### config.mk
export PLATFORM = sky130hd
export DESIGN_NAME = pktgen_scheduler
export DESIGN_NICKNAME = d
export VERILOG_FILES = /design/src/rtl/pktgen_scheduler.sv
export SDC_FILE = /design/constraint.sdc
export NUM_CORES = 1
export LEC_CHECK = 0
export ABC_AREA = 1
export BUFFER_PORTS_ARGS = -buffer_cell sky130_fd_sc_hd__clkbuf_2
export CAP_MARGIN = 20
export CORE_MARGIN = 5
export CORE_UTILIZATION = 61
export DETAILED_ROUTE_END_ITERATION = 12
export PLACE_DENSITY_LB_ADDON = 0.15
export SKIP_LAST_GASP = 1
export SLEW_MARGIN = 20
export SYNTH_ARGS = -nofsm -noshare
export SYNTH_HDL_FRONTEND = slang
export SYNTH_SLANG_ARGS = --single-unit
### constraint.sdc
create_clock -name clk -period 4.2 [get_ports clk]
set_input_delay 0.84 -clock clk [delete_from_list [all_inputs] [get_ports clk]]
set_output_delay 0.84 -clock clk [all_outputs]
set_load 0.02 [all_outputs]
### src/rtl/pktgen_scheduler.sv
// pktgen_scheduler: runs start/busy handshakes on two packet channels
// for N rounds and reports OK, timeout, abort or bad command.
module pktgen_scheduler #(
  parameter int TIMEOUT_CYCLES = 1024,
  parameter int CNT_W          = 16
) (
  input  logic             clk,
  input  logic             reset,
  input  logic             cmd_valid,
  output logic             cmd_ready,
  input  logic [1:0]       cmd_mask,
  input  logic             cmd_mode,
  input  logic [CNT_W-1:0] cmd_rounds,
  input  logic             abort,
  input  logic [1:0]       ch_busy,
  output logic [1:0]       ch_start,
  output logic             sched_busy,
  output logic             done,
  output logic [1:0]       status,
  output logic [CNT_W-1:0] rounds_left
);

  localparam int TW = $clog2(TIMEOUT_CYCLES + 1);
  localparam logic [TW-1:0] TMAX = TW'(TIMEOUT_CYCLES);

  localparam logic [1:0] ST_OK  = 2'd0;
  localparam logic [1:0] ST_TMO = 2'd1;
  localparam logic [1:0] ST_ABT = 2'd2;
  localparam logic [1:0] ST_BAD = 2'd3;

  typedef enum logic [2:0] {
    S_IDLE,
    S_PRECHK,
    S_LAUNCH,
    S_WRISE,
    S_WFALL,
    S_NEXT,
    S_FINISH
  } state_t;

  state_t           state_q;
  logic [1:0]       mask_q;
  logic             mode_q;
  logic             cur_q;
  logic [1:0]       rise_q;
  logic [TW-1:0]    tmr_q;
  logic [1:0]       start_q;
  logic             done_q;
  logic [1:0]       status_q;
  logic [CNT_W-1:0] rl_q;

  logic [1:0]       tgt;
  logic [1:0]       rise_d;
  logic [TW-1:0]    tmr_d;
  logic [CNT_W-1:0] rl_d;
  logic             all_risen;
  logic             all_idle;
  logic             tmo;
  logic             last_ch;
  logic             active;

  // Targets of the current launch and the derived wait conditions
  always_comb begin
    tgt       = mode_q ? mask_q : (cur_q ? 2'b10 : 2'b01);
    rise_d    = rise_q | (ch_busy & tgt);
    all_risen = (rise_d & tgt) == tgt;
    all_idle  = (ch_busy & tgt) == 2'b00;
    tmo       = tmr_q >= TMAX;
    tmr_d     = (tmr_q == '1) ? tmr_q : tmr_q + TW'(1);
    rl_d      = (rl_q != '0) ? rl_q - CNT_W'(1) : rl_q;
    last_ch   = mode_q | cur_q | ~mask_q[1];
    active    = (state_q != S_IDLE) && (state_q != S_FINISH);
  end

  // Scheduler FSM with registered start/done/status/rounds outputs
  always_ff @(posedge clk or posedge reset) begin
    if (reset) begin
      state_q  <= S_IDLE;
      mask_q   <= '0;
      mode_q   <= 1'b0;
      cur_q    <= 1'b0;
      rise_q   <= '0;
      tmr_q    <= '0;
      start_q  <= '0;
      done_q   <= 1'b0;
      status_q <= ST_OK;
      rl_q     <= '0;
    end else begin
      start_q <= '0;
      done_q  <= 1'b0;
      if (active && abort) begin
        status_q <= ST_ABT;
        done_q   <= 1'b1;
        state_q  <= S_FINISH;
      end else begin
        case (state_q)
          S_IDLE: begin
            if (cmd_valid) begin
              mask_q <= cmd_mask;
              mode_q <= cmd_mode;
              rl_q   <= cmd_rounds;
              cur_q  <= ~cmd_mask[0];
              tmr_q  <= '0;
              if (cmd_mask == 2'b00 || cmd_rounds == '0) begin
                status_q <= ST_BAD;
                done_q   <= 1'b1;
                state_q  <= S_FINISH;
              end else begin
                status_q <= ST_OK;
                state_q  <= S_PRECHK;
              end
            end
          end
          S_PRECHK: begin
            if (all_idle) begin
              start_q <= tgt;
              state_q <= S_LAUNCH;
            end else if (tmo) begin
              status_q <= ST_TMO;
              done_q   <= 1'b1;
              state_q  <= S_FINISH;
            end else begin
              tmr_q <= tmr_d;
            end
          end
          S_LAUNCH: begin
            rise_q  <= '0;
            tmr_q   <= '0;
            state_q <= S_WRISE;
          end
          S_WRISE: begin
            rise_q <= rise_d;
            if (all_risen) begin
              state_q <= S_WFALL;
            end else if (tmo) begin
              status_q <= ST_TMO;
              done_q   <= 1'b1;
              state_q  <= S_FINISH;
            end else begin
              tmr_q <= tmr_d;
            end
          end
          S_WFALL: begin
            if (all_idle) state_q <= S_NEXT;
          end
          S_NEXT: begin
            tmr_q <= '0;
            if (!last_ch) begin
              cur_q   <= 1'b1;
              state_q <= S_PRECHK;
            end else begin
              rl_q <= rl_d;
              if (rl_d == '0) begin
                status_q <= ST_OK;
                done_q   <= 1'b1;
                state_q  <= S_FINISH;
              end else begin
                cur_q   <= ~mask_q[0];
                state_q <= S_PRECHK;
              end
            end
          end
          S_FINISH: begin
            state_q <= S_IDLE;
          end
          default: begin
            state_q <= S_IDLE;
          end
        endcase
      end
    end
  end

  assign cmd_ready   = (state_q == S_IDLE) & ~reset;
  assign sched_busy  = state_q != S_IDLE;
  assign ch_start    = start_q;
  assign done        = done_q;
  assign status      = status_q;
  assign rounds_left = rl_q;

endmodule

Yosys cells after proc, flatten, opt, wreduce, memory -nomap -nowiden
Cells that the tools add are included.
{"block": "totals", "ff_bits": 41, "inputBits": 25, "output_inout_bits": 23, "wordCells": 113}
{"block": "op_classes", "n_addsub": 2, "n_lt_le_gt_ge": 1, "n_eq_ne": 19, "n_mux": 48, "bitwise": 11, "reduce_logical": 22}
{"cell": "11-bit 2-to-1 mux", "count": 5}
{"cell": "16-bit 2-to-1 mux", "count": 3}
{"cell": "11-bit case mux with 4 select lines", "count": 1}
{"cell": "16-bit zero test", "count": 2}
{"cell": "16-bit case mux with 2 select lines", "count": 1}
{"cell": "3-bit 2-to-1 mux", "count": 9}
{"cell": "2-bit 2-to-1 mux", "count": 13}
{"cell": "3-bit inequality test (second input constant)", "count": 8}
{"cell": "3-bit case mux with 6 select lines", "count": 1}
{"cell": "16-bit nonzero test", "count": 1}
{"cell": "16-bit by 1-bit subtractor with 16-bit output (second input constant)", "count": 1}
{"cell": "11-bit by 1-bit adder with 11-bit output (second input constant)", "count": 1}
{"cell": "11-bit == test (second input constant)", "count": 1}
{"cell": "11-bit greater-or-equal comparator (second input constant)", "count": 1}
{"cell": "1-bit 2-to-1 mux", "count": 11}
{"cell": "2-bit inequality test (second input constant)", "count": 4}
{"cell": "2-bit case mux with 4 select lines", "count": 1}
{"cell": "4-bit AND reduction", "count": 2}
{"cell": "3-bit by 2-bit == test with 1-bit output (second input constant)", "count": 2}
{"cell": "3-bit == test (second input constant)", "count": 2}
{"cell": "6-bit AND reduction", "count": 1}
{"cell": "1-bit NOT", "count": 5}
{"cell": "5-bit AND reduction", "count": 1}
{"cell": "5-bit nonzero test", "count": 1}
{"cell": "19 further kinds", "count": 25}

Longest topological paths before layout
{"block": "depth", "ltp_word": 9, "depth_mapped": 16, "depth_no_buf": 16}

Least setup slack after synthesis
No wires, ideal clock.
{"block": "synth_timing", "path_type": "reg2reg", "start": "register rl_q[0], in the netlist rounds_left[0]", "end": "register status_q[1], in the netlist status[1]", "setup_ps": 134, "arrival_ps": 1942, "path_slack_ps": 2124, "path_stages_with_launch": 15, "path_cell_list": "dfrtp_1 -> inv_1 -> ha_1 -> nand2_4 -> nor2_4 -> nand2_2 -> buf_6 -> nand2_1 -> nand2_1 -> nor2_2 -> nand2_2 -> o21bai_4 -> nand2_1 -> nand2_1 -> nand3_1"}
{"block": "synth_between", "elab_chain_cells": 5}
{"element": "from (decl)", "line": "50", "text": "logic [CNT_W-1:0] rl_q;"}
{"element": "from (signal assigned)", "line": "101", "text": "rl_q <= cmd_rounds;"}
{"element": "from (signal assigned)", "line": "152", "text": "rl_q <= rl_d;"}
{"element": "16-bit by 1-bit subtractor with 16-bit output or 16-bit nonzero test (tied branches)", "line": "70", "text": "rl_d = (rl_q != '0) ? rl_q - CNT_W'(1) : rl_q;"}
{"element": "16-bit 2-to-1 mux (*)", "line": "70"}
{"element": "16-bit zero test (*)", "line": "153", "text": "if (rl_d == '0) begin"}
{"element": "3-bit inequality test (no line) (*)"}
{"element": "6-bit AND reduction (no line) (*)"}
{"element": "to (signal assigned)", "line": "86", "text": "status_q <= ST_OK;"}
{"element": "to (signal assigned)", "line": "92", "text": "status_q <= ST_ABT;"}
{"element": "to (signal assigned)", "line": "154", "text": "status_q <= ST_OK;"}
{"element": "to (decl)", "line": "49", "text": "logic [1:0] status_q;"}
Every way passes the cells marked *; elsewhere a longest branch is shown, timed or not.
A chain may end at the register's enable or synchronous reset.

Final worst setup path
Ends and elaborated chain as after synthesis.

==> flow_summary.yaml <==
logic_synthesis:
  synth_top_area_share_pct: 35.92
  synth_area_leaders: "dfrtp_1, nand2_1, nor2_1"
  synth_most_common_cell: "nand2_1"
  synthCells: 408
  syn_area_sq_um: 2856
  ys_dominant_reg_cell: "dfrtp_1"
  async_reset_ff_share_pct: 100.0
  ys_ff_latch: 41
  synth_nets: 436
  synth-edff-count: 0
  synth.largest_area_cell: "dfrtp_1"
  yosys-top-cells-count: "nand2_1, nor2_1, inv_1, dfrtp_1, o21ai_0"
  synth_area_per_cell_sq_um: 7.001
  yosys.cell_types.count: 41
  ys_seq_area_share_pct: 35.92
  yosysWarningCount: 0
placed_design:
  hpwl_microns: 5376
  post-place-cells: 502
  place_area_sq_um: 3115
  port_buffers: 47
  gp_congestion: 0.9986
worst_hold_path:
  hp-class: "flop to flop"
  hold_path_depth: 2
timing:
  slew_headroom_pct: 65.21
  setup_tns_ps: 0
  holdWs_ps: 507.8
  drv_slew: 0
  fmax_ghz: 0.4427
  finalHoldViolations: 0
  worst_pin_slew_ps: 520.0
  min_period_ps: 2259
  grt_setup_unrepaired: "false"
  skew_ps: 11.03
  final-setup-viol-count: 0
  fin_crit_sh_pct: 53.79
worst_setup_path:
  reg2regPathDepth: 13
  critPathMaxStageDelay_ps: 400
  critPathRequiredTime_ps: 4380
  crit_type: "flop to flop"
  rrSetupSlack_ps: 1940
  path_cells: "inv_1, ha_1, nand2_4, nor2_4, nand2_2, o21ai_0, nand2_1, nor2_1, nand3_2, o21bai_4, nand2_1, nand2_1, nand3_1"
  crit_top_cell: "nand2_1"
  crit_path_top_delay_cell: "dfrtp_1"
  crit_path_max_fanout: 14
  crit_arrival_ps: 2440
  end_kind: "flop"
  critPathLaunchType: "flop"
routing:
  first_iter_violations: 211
  wl_microns: 6983
  dr.pass1.iters: 4
  drc: 0
  via_per_inst: 5.504
  num_vias: 2807
  wl_per_cell_microns: 13.69
  antenna_left: 0
cts:
  clk_pin_slew_worst_paths_ps: 90
  worstSkewPairLatency_ps: 300
  postCtsSetupRepairBufs: 0
  clk_path_buf_depth: 2
  postCtsResizedCells: 0
  clkSinkCount: 41
  htree_levels: 2
  cts_buffers: 5
  cts_tree: "yes"
  ctsRootBufferMaster: "clkbuf_8"
  hold_buffers: 0
power:
  powerDensity_nw_per_um2: 704.9
  p_leak_nw: 1.600
  power.total_mw: 2.267
  irDropWorstVdd_mv: 0.3689
final_layout:
  diodes: 0
  layout-area-overhead-vs-synth_pct: 12.62
  final_cell_area_sq_um: 3217
  layout.nets: 485
  layoutNonFillerInstCount: 510
  fillCellCount: 373
  regArea_sq_um: 1026
  multi_input_area_sq_um: 1587
  drive_gt1_share_pct: 19.00
grt:
  antenna_found_initial: 0
  grt_pass1_vias: 2764
  grt_pass1_wl_microns: 11950
  grt_use_total_pct: 24.25
  overflow: 0
  grt_max_degree: 42
floorplan:
  fp.dieW_microns: 78.43
  ioPinCount: 48
  die_area_sq_um: 6151
  num_rows: 24
  start_util_pct: 64.27
  core_area_sq_um: 4444
  die_height_microns: 78.43
run_status:
  status: "finished clean"
run:
  cap_violations: 0
-- registers in the layout, indices dropped and copies added, names as in the netlist --
register,count
rounds_left,16
tmr_q,11
state_q,3
ch_start,2
mask_q,2
rise_q,2
status,2
cur_q,1
done,1
mode_q,1
-- critical path: cells and delay by family, from the launching register on --
kind | cells | cell delay [ps]
AND/OR/NAND/NOR | 9 | 920
flip-flops | 1 | 400
AO/OA/AOI/OAI | 2 | 370
adder cells (fa/ha/maj) | 1 | 290
buffers and inverters | 1 | 140
-- routing by layer --
metal	vias to the layer above	track usage [%]	part of all wire [%]
li1	1423	-	-
met1	1300	28.64	42
met2	69	44.52	52
met3	15	4.119	4.3
met4	0	8.217	1.8
met5	-	0	0
-- power by group --
group / internal [mW] / switching [mW] / leakage (nW)
clock network: 0.149 / 0.144 / 0.0542
logic: 0.418 / 0.878 / 1.03
registers: 0.532 / 0.146 / 0.519
-- final cells by class --
class | instances | share of cell area [%]
clock buffer | 7 | 2.995
clock inverter | 1 | 0.1556
timing repair buffer | 49 | 7.779
inverter | 50 | 5.834
sequential | 41 | 31.89
tap | 52 | 2.023
multi-input combinational | 310 | 49.32
-- through the flow --
step	setup WS, ps	util [%]
final	1941	72.38
after global routing	1698	72.38
after CTS	1957	72.38
after detailed placement	1976	70.10
after global placement	1975	70.10
after floorplan	2124	-
-- logic make-up after synthesis --
family / after synthesis / synth area share (%)
compound gates: 74 / 16.03
xor+xnor: 7 / 2.146
fa+ha+maj: 3 / 1.314
buf+inv: 57 / 8.541
flops: 41 / 35.92
mux: 1 / 0.3942
simple gates: 225 / 35.65
-- placed cells by master (no fill, tap or decap), types with 6 or more instances in the layout --
cell and n:
nand2_1 107, nor2_1 54, clkbuf_2 47, inv_1 46, dfrtp_1 41, o21ai_0 30, nand3_1 19, a21oi_1 18
o211ai_1 12, nor3_1 11, nor2_2 7, clkbuf_8 7, nand2_2 6, xor2_1 6
-- final timing paths --
path / startpoint / end
worst max-delay path: rounds_left[0] / status[1]
min in group asynchronous: reset / done
max in group asynchronous: reset / mask_q[1]
worst min register to register: status[1] / status[1]
worst min-delay path: status[1] / status[1]
worst max register to register: rounds_left[0] / status[1]
Note: power is estimated with default switching activity, not from simulation.
